**config.mk**
```make
export PLATFORM = sky130hd
export DESIGN_NAME = lfsr_predict
export DESIGN_NICKNAME = d
export VERILOG_FILES = /design/src/rtl/lfsr_pkg.sv /design/src/rtl/lfsr_predict.sv
export SDC_FILE = /design/constraint.sdc
export NUM_CORES = 1
export LEC_CHECK = 0
export BUFFER_PORTS_ARGS = -buffer_cell sky130_fd_sc_hd__buf_2
export CORE_MARGIN = 2
export CORE_UTILIZATION = 41
export DETAILED_ROUTE_END_ITERATION = 8
export PLACE_DENSITY = 0.69
export SETUP_SLACK_MARGIN = 0.2
export SKIP_CTS_REPAIR_TIMING = 1
export SLEW_MARGIN = 20
export SYNTH_ARGS = -nofsm -noshare
export SYNTH_HDL_FRONTEND = slang
export SYNTH_SLANG_ARGS = --single-unit
export TNS_END_PERCENT = 1
```
**constraint.sdc**
```tcl
create_clock -name clk -period 1.65 [get_ports clk]
set_input_delay 0.0825 -clock clk [delete_from_list [all_inputs] [get_ports clk]]
set_output_delay 0.0825 -clock clk [all_outputs]
set_load 0.01 [all_outputs]
```
**src/rtl/lfsr_pkg.sv**
```systemverilog
// Shared definitions for the 8-bit Fibonacci LFSR pattern (generator and checker).
// Contents: LFSR width/seed/taps, lfsr_next() step function, sync-state enum.
package lfsr_pkg;

  localparam int unsigned LFSR_W = 8;
  localparam logic [LFSR_W-1:0] LFSR_SEED = LFSR_W'(8'h01);
  // Taps at bits 0,2,3,4: feedback = s[4]^s[3]^s[2]^s[0], shifted into bit 7.
  localparam logic [LFSR_W-1:0] LFSR_TAPS = LFSR_W'(8'h1D);

  typedef enum logic [1:0] {
    HUNT   = 2'b00,
    TRACK  = 2'b01,
    LOCKED = 2'b10
  } sync_state_e;

  // One right-shift step; all-zero state escapes to the seed (anti-lockup).
  function automatic logic [LFSR_W-1:0] lfsr_next(input logic [LFSR_W-1:0] s);
    if (s == '0) begin
      return LFSR_SEED;
    end
    return {^(s & LFSR_TAPS), s[LFSR_W-1:1]};
  endfunction

endpackage

```
**src/rtl/lfsr_predict.sv**
```systemverilog
// Expected-value register for the LFSR checker.
// Ports: clk, reset (async, active-low), load (seed from load_data),
//        advance (step current value), load_data, expected (current prediction).
module lfsr_predict
  import lfsr_pkg::*;
(
  input  logic              clk,
  input  logic              reset,
  input  logic              load,
  input  logic              advance,
  input  logic [LFSR_W-1:0] load_data,
  output logic [LFSR_W-1:0] expected
);

  logic [LFSR_W-1:0] expected_d, expected_q;

  // Load takes priority: predict the state that follows the received sample.
  always_comb begin
    expected_d = expected_q;
    if (load) begin
      expected_d = lfsr_next(load_data);
    end else if (advance) begin
      expected_d = lfsr_next(expected_q);
    end
  end

  always_ff @(posedge clk or negedge reset) begin
    if (!reset) begin
      expected_q <= LFSR_SEED;
    end else begin
      expected_q <= expected_d;
    end
  end

  assign expected = expected_q;

endmodule

```
### Word-level counts from Yosys, hierarchy flattened

Cells that the tools add are included.

| word-level totals | value |
|---|---|
| output and inout port bits | 8 |
| word-level logic and storage cells | 17 |
| register bits | 8 |
| input port bits | 12 |

| operators by class | value |
|---|---|
| reductions and logical operators | 5 |
| mux-type cells | 11 |

Operator list:

| kind | count |
|---|---|
| $mux 8 | 6 |
| $logic_not 8->1 | 2 |
| $reduce_xor 8->1 | 2 |
| $mux 1 | 5 |
| $reduce_bool 2->1 | 1 |

### Logic depth before layout (Yosys ltp)

Gate-level depths: netlist of the first run.

| logic depth | value |
|---|---|
| depth after elaboration | 7 |
| gate-level depth with buffers | 6 |
| gate-level depth less buffers | 6 |

### Least setup slack after synthesis of the first run

No wires, ideal clock.

| timing path | value |
|---|---|
| kind | register to register |
| start | register expected_q[2], in the netlist expected[2] |
| end | register expected_q[2], in the netlist expected[2] |
| cell stages (with the launch flop) | 7 |
| library setup time | 126 ps |
| period minus slack after synthesis | 1763 ps |
| buffers on the path | 0 |
| arrival | 1637 ps |
| slack | -113 ps |
| cells stage by stage | dfrtp_1 inv_1 ha_1 or4b_4 nor4_4 nor3b_1 a221o_1 |

| between the ends | value |
|---|---|
| word-level cells in the longest chain between the ends | 7 |

Ends and longest elaborated chain:

| element | line | source |
|---|---|---|
| start: declaration | lfsr_predict.sv:15 | `logic [LFSR_W-1:0] expected_d, expected_q;` |
| start signal: assignment | lfsr_predict.sv:31 | `expected_q <= expected_d;` |
| $logic_not 8->1 | lfsr_pkg.sv:18 | `if (s == '0) begin` |
| $mux 1 | lfsr_pkg.sv:18 |  |
| $mux 1 | lfsr_predict.sv:22 | `end else if (advance) begin` |
| $mux 1 | lfsr_predict.sv:20 | `if (load) begin` |
| $mux 8 | lfsr_pkg.sv:21 | `return {^(s & LFSR_TAPS), s[LFSR_W-1:1]};` |
| $mux 8 | lfsr_predict.sv:22 |  |
| $mux 8 | lfsr_predict.sv:20 |  |

No other way between the ends. The select of a mux whose other input is x is not followed.
A chain may end at the register's enable or synchronous reset.

### Worst setup path after layout of the first run

| timing path | value |
|---|---|
| start | register expected_q[3], in the netlist expected[3] |
| end | register expected_q[2], in the netlist expected[2] |

| between the ends | value |
|---|---|
| word-level cells in the longest chain between the ends | 7 |

Ends and longest elaborated chain:

| element | line |
|---|---|
| $logic_not 8->1 | lfsr_pkg.sv:18 |
| $mux 1 | lfsr_pkg.sv:18 |
| $mux 1 | lfsr_predict.sv:22 |
| $mux 1 | lfsr_predict.sv:20 |
| $mux 8 * | lfsr_pkg.sv:21 |
| $mux 8 * | lfsr_predict.sv:22 |
| $mux 8 * | lfsr_predict.sv:20 |

Every way passes the cells marked *; elsewhere a longest branch is shown, timed or not. The select of a mux whose other input is x is not followed.

==> metrics.md, run 1 <==
| Metric | Value |
|---|---|
| Status | `finished with violations` |
| Failing checks | `negative setup slack` |
| Max Root-Sink Buffers | `2` |
| Vias per Instance | `around 5.1` |
| Largest net degree at the start of global routing | `15` |
| Yosys warnings | `0` |
| Mapped Cells | `57` |
| RSZ-0062 raised after global routing | `yes` |
| Final WL | `1130 µm` |
| Clock skew | `0.00324 ns` |
| Proportion of layout cells with a drive suffix above 1 | `0.357` |
| Later-pin clock latency in the skew report | `around 0.25 ns` |
| Worst Path Required | `approximately 1.8 ns` |
| Worst setup slack after layout | `-0.0985 ns` |
| CP max stage delay | `~0.47 ns` |
| Crit path launch type | `flop` |
| Non-Filler Instances | `99` |
| Nets | `99` |
| Setup slack at placement | `-0.0988 ns` |
| Slew at the pin closest to its max-slew limit | `0.376 ns` |
| Maximum VDD drop | `just over 400 µV` |
| DIE WIDTH | `40.1 µm` |
| Final hold vios | `0` |
| Syn nets | `71` |
| Die Area | `1610 µm²` |
| Clk sinks | `8` |
| Gr ovfl total | `0` |
| Drt pass-1 iters | `4` |
| Hold Slack | `0.0727 ns` |
| # IOs | `20` |
| I/O Buffers | `19` |
| FP Rows | `13` |
| Fin Setup TNS | `-0.284 ns` |
| CP max-delay cell | `or4b_4` |
| Largest area contributor in the netlist | `dfrtp_1` |
| Sw Share | `0.307` |
| Hold Crit Class | `primary input to flop` |
| Number of synthesized flops with an enable pin | `0` |
| Final Max Slew Viols | `0` |
| CTS tree | `built` |
| Clk pin slew, worst setup/hold paths | `0.06 ns` |
| Max-cap violations | `0` |
| Starting Density | `0.427` |
| Fillers | `124` |
| TritonCTS buffer count | `3` |
| Clock root cell | `clkbuf_4` |
| Asr flop ratio synth | `1.00` |
| Final Wtd Congestion | `around 0.73` |
| Detailed-placement wirelength estimate | `933 µm` |
| Critical path class | `flop to flop` |
| Crit-path cells | `inv_1, ha_1, or4b_4, nor4_4, nor3b_1, a221o_1` |
| Area contributors post-synth | `dfrtp_1 33%, mux2i_1 7.5%, dfstp_2 4.9%, ha_1 4.7%, o21ai_0 4.7%` |
| Layout area overhead | `33.7%` |
| Most frequent cell after synthesis | `dfrtp_1` |
| Antenna cell count | `0` |
| Vias post-DR | `approximately 500` |
| Main synth FF type | `dfrtp_1` |
| Vias in the first global route | `461` |
| Pwr/cell area | `831 nW/µm²` |
| DRC | `0` |
| Placement Cell Area | `678 µm²` |
| Fin crit period | `1.75 ns` |
| Yosys reg bits | `8` |
| Endpoints failing setup | `3` |
| Antenna viol nets, final | `0` |
| Total GRT Usage | `0.186` |
| Mapped cell area | `534 µm²` |
| Antenna violations before repair | `0` |
| Final instance area | `714 µm²` |
| Flop2flop setup slack | `-0.1 ns` |
| Avg WL per Cell | `11.4 µm` |
| Power share of the clock group | `0.270` |
| CP Capture Type | `flop` |
| First-pass GRT wire length | `~1900 µm` |
| Core footprint | `1250 µm²` |
| Period utilization | `1.06` |
| Drt initial violations | `14` |
| Psw | `between 0.15 and 0.2 mW` |
| Max reg flops | `8` |
| Pint | `0.412 mW` |
| Post-synth top area share | `0.328` |
| Die Span Y | `40.1 µm` |
| Fmax | `between 500 and 600 MHz` |
| Comb power frac | `0.312` |
| CP max FO | `2` |
| CP delay by family, top | `simple AND/OR/NAND/NOR gates` |
| Relative slew margins | `0.747` |
| CP Buf/Inv Count | `1` |
| Synthesized area per cell | `9.37 µm²` |
| Htree depth | `1` |
| Crit path DAT | `between 1.5 and 2 ns` |
| Placed cell count | `94` |
| Sequential share of the synthesized area | `0.377` |
| Commonest cells post-synth | `7 x dfrtp_1, 6 x inv_1, 5 x nand2_1, 5 x o21ai_0, 4 x mux2i_1` |
| Leak Pwr | `0.353 nW` |
| Seq pwr share | `0.419` |
| Yosys cell types | `24` |
power groups by stage:
stage | registers [mW] | clock network, mW | logic (mW)
after detailed placement | 0.253 | 0 | 0.185
after global routing | 0.252 | 0.182 | 0.210
after CTS | 0.249 | 0.165 | 0.186
after floorplan | 0.266 | 0 | 0.0866
after global placement | 0.252 | 0 | 0.184
final | 0.248 | 0.160 | 0.185
worst register-to-register path: stages, from the launching register on:
cell and delay [ns]:
dfrtp_1 0.37, inv_1 0.06, ha_1 0.12, or4b_4 0.47, nor4_4 0.17, nor3b_1 0.10
a221o_1 0.34
cells by family after synthesis:
kind of cell | after synthesis | share of synthesized area
AND/OR/NAND/NOR | 20 | 0.246
AO/OA/AOI/OAI | 12 | 0.150
buffers and inverters | 8 | 0.0562
flip-flops | 8 | 0.377
multiplexers | 4 | 0.0749
XOR/XNOR | 3 | 0.0492
adder cells (fa/ha/maj) | 2 | 0.0468
cell type report:
| class | instances | area [µm²] | area share |
|---|---|---|---|
| Multi-Input combinational cell | 41 | 303 | 0.424 |
| Sequential cell | 8 | 201 | 0.282 |
| Timing Repair Buffer | 25 | 143 | 0.200 |
| Clock buffer | 4 | 26.3 | 0.0368 |
| Inverter | 6 | 22.5 | 0.0315 |
| Tap cell | 15 | 18.8 | 0.0263 |
worst paths after layout:
check,depth (start not counted),startpoint,end
min,3,load_data[6],expected[5]
min in group asynchronous,2,reset,expected[3]
min reg2reg,3,expected[0],expected[0]
max reg2reg,6,expected[3],expected[2]
max in group asynchronous,2,reset,expected[0]
max,6,expected[3],expected[2]
layout by cell type, fill, tap and decap left out, types with 2 or more instances in the layout:
cell type / n
inv_1: 6
nor2b_1: 2
and2_1: 2
a221o_1: 2
nor3b_1: 3
dfrtp_1: 7
nor2_1: 2
clkbuf_4: 3
mux2i_1: 4
nand2_1: 5
xnor2_1: 2
nor3_1: 2
a31oi_1: 2
buf_2: 19
o21ai_0: 5
buf_4: 5
ha_1: 2
per-layer routing:
| metal | wire [µm] | GRT usage | vias to the layer above |
|---|---|---|---|
| met5 | 0 | 0 | - |
| met3 | 55 | 0.0222 | 0 |
| met2 | 577 | 0.290 | 14 |
| met1 | 499 | 0.236 | 230 |
| met4 | 0 | 0.129 | 0 |
| li1 | - | - | 257 |
stage by stage:
stage / util / power [mW]
final: 0.570 / 0.594
after global placement: 0.541 / 0.435
after floorplan: - / 0.353
after CTS: 0.562 / 0.600
after global routing: 0.570 / 0.643
after detailed placement: 0.541 / 0.438
Power figures use the tool's default switching activity.
==> inputs of run 2 (changes only) <==
Settings changed: MAX_ROUTING_LAYER set to met4, PLACE_DENSITY 0.69 to 0.75.
==> run 2 against run 1 <==
Compared with the run above: the flow still finishes with violations (negative setup slack); first-iteration DRC count fell by 14%; routed wire length increased by 9.0%; utilization fell by 0.60 points; combinational power hardly changed; total power about the same; hold slack worse by 0.013 ns.
==> metrics.md, run 2 (synthesized netlist as in run 1, its figures left out) <==
| Metric | Value |
|---|---|
| Largest net degree at the start of global routing | `15 (unchanged)` |
| Final Max Slew Viols | `0 (unchanged)` |
| Hold Crit Class | `primary input to flop` |
| DRC | `0 (unchanged)` |
| Clock root cell | `clkbuf_4` |
| Min-Delay Startpoint | `load_data[6]` |
| Fmax | `564 MHz (-1.4%)` |
| Sw Share | `0.311 (+0.00409)` |
| Drt initial violations | `12 (-2)` |
| DIE WIDTH | `40.1 µm (unchanged)` |
| Psw | `0.184 mW (+1.2%)` |
| Period utilization | `1.07 (+0.0148)` |
| Crit path launch type | `flop` |
| CP max-delay cell | `or4b_4` |
| Starting Density | `0.427 (unchanged)` |
| Vias post-DR | `522 (+4.2%)` |
| Crit path DAT | `1.90 ns (about the same)` |
| Status | `finished with violations` |
| Slew at the pin closest to its max-slew limit | `0.343 ns (-0.0330 ns)` |
| Final Wtd Congestion | `0.746 (+1.6%)` |
| R2r worst-path depth | `6 (unchanged)` |
| Core footprint | `1250 µm² (unchanged)` |
| Htree depth | `1 (unchanged)` |
| Worst setup slack after layout | `-0.123 ns (-0.0244 ns)` |
| Flop2flop setup slack | `-0.12 ns (-0.02 ns)` |
| Vias in the first global route | `482 (+4.6%)` |
| Worst Path Required | `1.78 ns (about the same)` |
| Total GRT Usage | `0.207 (+0.0211)` |
| Die Area | `1610 µm² (unchanged)` |
| Most common cell after layout, fill and taps aside | `buf_2` |
| Gr ovfl total | `0 (unchanged)` |
| FF-to-FF Start | `expected[2]` |
| Clk pin slew, worst setup/hold paths | `0.06 ns (about the same)` |
| Hold Path End | `expected[5]` |
| Critical path class | `flop to flop` |
| First-pass GRT wire length | `2050 µm (+6.1%)` |
| Later-pin clock latency in the skew report | `0.25 ns (about the same)` |
| CP Capture Type | `flop` |
| Leak Pwr | `0.348 nW (-1.4%)` |
| TritonCTS buffer count | `3 (unchanged)` |
| Seq pwr share | `0.422 (+0.003)` |
| Relative slew margins | `0.769 (+0.0222)` |
| GR Util met1 | `0.247 (+0.0111)` |
| CP max stage delay | `0.48 ns (about the same)` |
| Failing checks | `negative setup slack` |
| Max reg flops | `8 (unchanged)` |
| Final WL | `1230 µm (+9.0%)` |
| Layout area overhead | `32.3%` |
| Gr busiest metal | `met2` |
| Met3 usage | `0.0167 (-0.00556)` |
| Antenna cell count | `0 (unchanged)` |
| Most frequent cells in the layout | `19 x buf_2, 7 x dfrtp_1, 6 x inv_1` |
| CP max FO | `2 (unchanged)` |
| CTS tree | `built` |
| Antenna violations before repair | `0 (unchanged)` |
| Avg WL per Cell | `12.6 µm (+10%)` |
| Power share of the clock group | `0.269 (about the same)` |
| Fin crit period | `1.77 ns (+0.0244 ns)` |
| Hold Slack | `0.0595 ns (-0.0131 ns)` |
| Die Span Y | `40.1 µm (unchanged)` |
| Antenna viol nets, final | `0 (unchanged)` |
| Pint | `0.409 mW (-0.69%)` |
| Max-cap violations | `0 (unchanged)` |
| I/O Buffers | `19 (unchanged)` |
| RSZ-0062 raised after global routing | `yes` |
| Met2 usage | `0.335 (+0.0444)` |
| Fillers | `114 (-8.1%)` |
| Nets | `98 (-1.0%)` |
| Comb power frac | `0.308 (-0.004)` |
| Detailed-placement wirelength estimate | `1010 µm (+7.8%)` |
| Core Util, Final | `0.564 (-0.00599)` |
| Final hold vios | `0 (unchanged)` |
| Proportion of layout cells with a drive suffix above 1 | `0.349 (-0.00775)` |
| Vias per Instance | `5.33 (+5.3%)` |
| Endpoints failing setup | `4 (+1)` |
| FP Rows | `13 (unchanged)` |
| Max Root-Sink Buffers | `2 (unchanged)` |
| Crit-path cells | `inv_1, ha_1, or4b_4, nor4_4, nor3b_1, a221o_1` |
| Clock skew | `0.00635 ns (+0.00311 ns)` |
| # IOs | `20 (unchanged)` |
| Crit Reg-Reg Endpoint | `expected[1]` |
| Maximum VDD drop | `336 µV (-17%)` |
| Hold Path Depth | `3 (unchanged)` |
| Pwr/cell area | `839 nW/µm² (+0.97%)` |
| Drt pass-1 iters | `4 (unchanged)` |
| Clk sinks | `8 (unchanged)` |
==> run 2: final cells by class <==
cell class | instances | area [µm²] | area share
inverters | 6 | 22.5 | 0.0319
clock buffers | 4 | 26.3 | 0.0372
repair buffers | 24 | 135 | 0.191
well taps | 15 | 18.8 | 0.0265
multi-input cells | 41 | 303 | 0.428
flip-flops and latches | 8 | 201 | 0.285
==> run 2: metrics by stage <==
stage          total power [mW]  setup TNS, ns  std cells  worst slack, ns  area [µm²]
6_report                  0.593         -0.330         98           -0.123         707
5_1_grt                   0.635         -0.765         98           -0.231         707
4_1_cts                   0.598         -0.429         97           -0.148         697
3_5_place_dp              0.437         -0.388         93           -0.140         671
3_3_place_gp              0.430         -0.259         93          -0.0905         671
2_1_floorplan             0.353         -0.311         57           -0.113         534
==> run 2: metal layers <==
metal | wire length [µm] | up-vias
li1 | - | 256
met2 | 618 | 21
met1 | 535 | 243
met4 | 20 | 0
met3 | 59 | 2
met5 | 0 | -
==> run 2: power groups by stage <==
stage                     combinational [mW]  clock, mW  sequential [mW]
after floorplan                       0.0866          0            0.266
after detailed placement               0.182          0            0.255
after CTS                              0.183      0.164            0.251
final                                  0.183      0.160            0.250
after global routing                   0.204      0.175            0.256
after global placement                 0.177          0            0.253
==> run 2: critical path: cells and delay by family, from the launching register on <==
| kind | cells | cell delay, ns |
|---|---|---|
| AO/OA/AOI/OAI | 1 | 0.35 |
| adder cells (fa/ha/maj) | 1 | 0.13 |
| buffers and inverters | 1 | 0.07 |
| flip-flops | 1 | 0.37 |
| AND/OR/NAND/NOR | 3 | 0.73 |
==> run 2: worst max path at each step <==
| stage | cells after the start | from | slack (ns) | end |
|---|---|---|---|---|
| 2_1_floorplan | 6 | expected[2] | -0.11 | expected[2] |
| 3_3_place_gp | 6 | expected[2] | -0.09 | expected[2] |
| 3_5_place_dp | 6 | expected[2] | -0.14 | expected[1] |
| 4_1_cts | 6 | expected[2] | -0.15 | expected[1] |
| 5_1_grt | 6 | expected[2] | -0.23 | expected[1] |
| 6_report | 6 | expected[2] | -0.12 | expected[1] |
==> inputs of run 3 (changes only) <==
Settings changed: CELL_PAD_IN_SITES_DETAIL_PLACEMENT set to 1, CELL_PAD_IN_SITES_GLOBAL_PLACEMENT set to 1, CORE_UTILIZATION 41 to 30.
==> run 3 against run 2 <==
Compared with the run above: the flow still finishes with violations (negative setup slack); clock skew is 0.0036 ns higher; total power is 0.51% higher; count of clock-buffer cells in the layout stayed put; worst setup slack better by 0.0016 ns; register-to-register slack hardly changed; flip-flop and latch count stayed put; largest power group unchanged; highest routed layer unchanged.
==> metrics.md, run 3 (synthesized netlist as in run 1, its figures left out) <==
| Metric | Value |
|---|---|
| RSZ-0062 raised after global routing | `yes` |
| Status | `finished with violations` |
| Power share of the clock group | `0.267 (-0.002)` |
| Fillers | `225 (+97%)` |
| Final WL | `1280 µm (+3.9%)` |
| FP Rows | `15 (+2)` |
| Pint | `0.411 mW (+0.66%)` |
| Relative slew margins | `0.769 (about the same)` |
| Total GRT Usage | `0.143 (-0.0643)` |
| Nets | `99 (+1.0%)` |
| Placement Cell Area | `691 µm² (+3.0%)` |
| # IOs | `20 (unchanged)` |
| Detailed-placement wirelength estimate | `1080 µm (+7.6%)` |
| Proportion of layout cells with a drive suffix above 1 | `0.357 (+0.00775)` |
| Drt initial violations | `6 (-6)` |
| Final Max Slew Viols | `0 (unchanged)` |
| First-pass GRT wire length | `2140 µm (+4.4%)` |
| Fmax | `565 MHz (about the same)` |
| Most common cell after layout, fill and taps aside | `buf_2` |
| Worst Path Required | `1.78 ns (about the same)` |
| Sw Share | `0.310 (-0.00102)` |
| Antenna viol nets, final | `0 (unchanged)` |
| Maximum VDD drop | `220 µV (-34%)` |
| Vias in the first global route | `513 (+6.4%)` |
| Drt pass-1 iters | `4 (unchanged)` |
| Period utilization | `1.07 (about the same)` |
| Htree depth | `1 (unchanged)` |
| Clock root cell | `clkbuf_4` |
| Antenna cell count | `0 (unchanged)` |
| Clock skew | `0.0100 ns (+0.00364 ns)` |
| Vias post-DR | `509 (-2.5%)` |
| Failing checks | `negative setup slack` |
| DIE WIDTH | `46.2 µm (+15%)` |
| Antenna violations before repair | `0 (unchanged)` |
| Largest net degree at the start of global routing | `15 (unchanged)` |
| TritonCTS buffer count | `3 (unchanged)` |
| Final hold vios | `0 (unchanged)` |
| Leak Pwr | `0.353 nW (+1.4%)` |
| Final Wtd Congestion | `0.761 (+2.0%)` |
| Core footprint | `1710 µm² (+36%)` |
| Placed cell count | `104 (+12%)` |
| I/O Buffers | `19 (unchanged)` |
| Psw | `0.185 mW (+0.18%)` |
| CP max FO | `2 (unchanged)` |
| Later-pin clock latency in the skew report | `0.25 ns (about the same)` |
| Max reg flops | `8 (unchanged)` |
| Non-Filler Instances | `109 (+11%)` |
| Clk pin slew, worst setup/hold paths | `0.06 ns (about the same)` |
| Die Area | `2130 µm² (+33%)` |
| Max Root-Sink Buffers | `2 (unchanged)` |
| CTS tree | `built` |
| Hold Crit Class | `primary input to flop` |
| Fin crit period | `1.77 ns (-0.00159 ns)` |
| Most frequent cells in the layout | `19 x buf_2, 7 x dfrtp_1, 6 x inv_1` |
| CP Capture Type | `flop` |
| Seq pwr share | `0.417 (-0.005)` |
| Max-cap violations | `0 (unchanged)` |
| Slew at the pin closest to its max-slew limit | `0.343 ns (+0.000582 ns)` |
| Crit path DAT | `1.90 ns (about the same)` |
| Pwr/cell area | `820 nW/µm² (-2.3%)` |
| Layout area overhead | `36.1%` |
| Avg WL per Cell | `11.8 µm (-6.6%)` |
| Clk sinks | `8 (unchanged)` |
| Comb power frac | `0.316 (+0.008)` |
| Die Span Y | `46.2 µm (+15%)` |
| Gr ovfl total | `0 (unchanged)` |
| Worst setup slack after layout | `-0.121 ns (+0.00159 ns)` |
| Hold Slack | `0.0703 ns (+0.0108 ns)` |
| Starting Density | `0.313 (-0.114)` |
| DRC | `0 (unchanged)` |
| Vias per Instance | `4.67 (-12%)` |
| Endpoints failing setup | `3 (-1)` |
| Final instance area | `727 µm² (+2.8%)` |
| Crit path launch type | `flop` |
| Critical path class | `flop to flop` |
## run 3: cell count changes in the layout (fill, tap and decap cells not counted), sizes merged
cell and delta:
buf +1
## run 3: critical path, cell delays in order (launching register included)
cell and delay, ns:
dfrtp_1 0.37, inv_1 0.06, ha_1 0.13, or4b_4 0.48, nor4_4 0.17, nor3b_1 0.10
a221o_1 0.34
## run 3: power by group through the flow
| stage | clock [mW] | combinational [mW] | sequential [mW] |
|---|---|---|---|
| 4_1_cts | 0.167 | 0.190 | 0.249 |
| 3_5_place_dp | 0 | 0.189 | 0.252 |
| 3_3_place_gp | 0 | 0.186 | 0.252 |
| 6_report | 0.159 | 0.189 | 0.248 |
| 2_1_floorplan | 0 | 0.0866 | 0.266 |
| 5_1_grt | 0.175 | 0.211 | 0.252 |
## run 3: final cells by class
cell class | count | area, µm² | share of cell area
multi-input cells | 41 | 303 | 0.417
flip-flops and latches | 8 | 201 | 0.277
repair buffers | 25 | 143 | 0.196
well taps | 25 | 31.3 | 0.0430
clock buffers | 4 | 26.3 | 0.0361
inverters | 6 | 22.5 | 0.0310
## run 3: through the flow
stage | setup WS [ns] | utilization | power, mW | TNS, ns
CTS | -0.129 | 0.420 | 0.606 | -0.343
floorplan | -0.113 | - | 0.353 | -0.311
global placement | -0.0903 | 0.404 | 0.438 | -0.258
detailed placement | -0.117 | 0.404 | 0.441 | -0.313
finish | -0.121 | 0.426 | 0.596 | -0.325
global route | -0.215 | 0.426 | 0.639 | -0.686
## run 3: metal layers
| layer | global-route usage | wire length, µm | vias up | share of wire |
|---|---|---|---|---|
| met2 | 0.219 | 620 | 14 | 0.48 |
| met1 | 0.188 | 597 | 238 | 0.47 |
| met4 | 0.0686 | 10 | 0 | 0.0078 |
| met5 | - | 0 | - | 0 |
| met3 | 0.0118 | 51 | 2 | 0.040 |
| li1 | - | - | 255 | - |
## run 3: worst paths after layout
check                                  start     endpoint  slack [ns]  cells past startpoint
worst max-delay path             expected[2]  expected[2]       -0.12                      6
worst min register to register   expected[1]  expected[1]        0.62                      1
worst min-delay path            load_data[7]  expected[6]        0.07                      3
min in group asynchronous              reset  expected[7]        0.20                      2
max in group asynchronous              reset  expected[0]        1.21                      2
worst max register to register   expected[2]  expected[2]       -0.12                      6
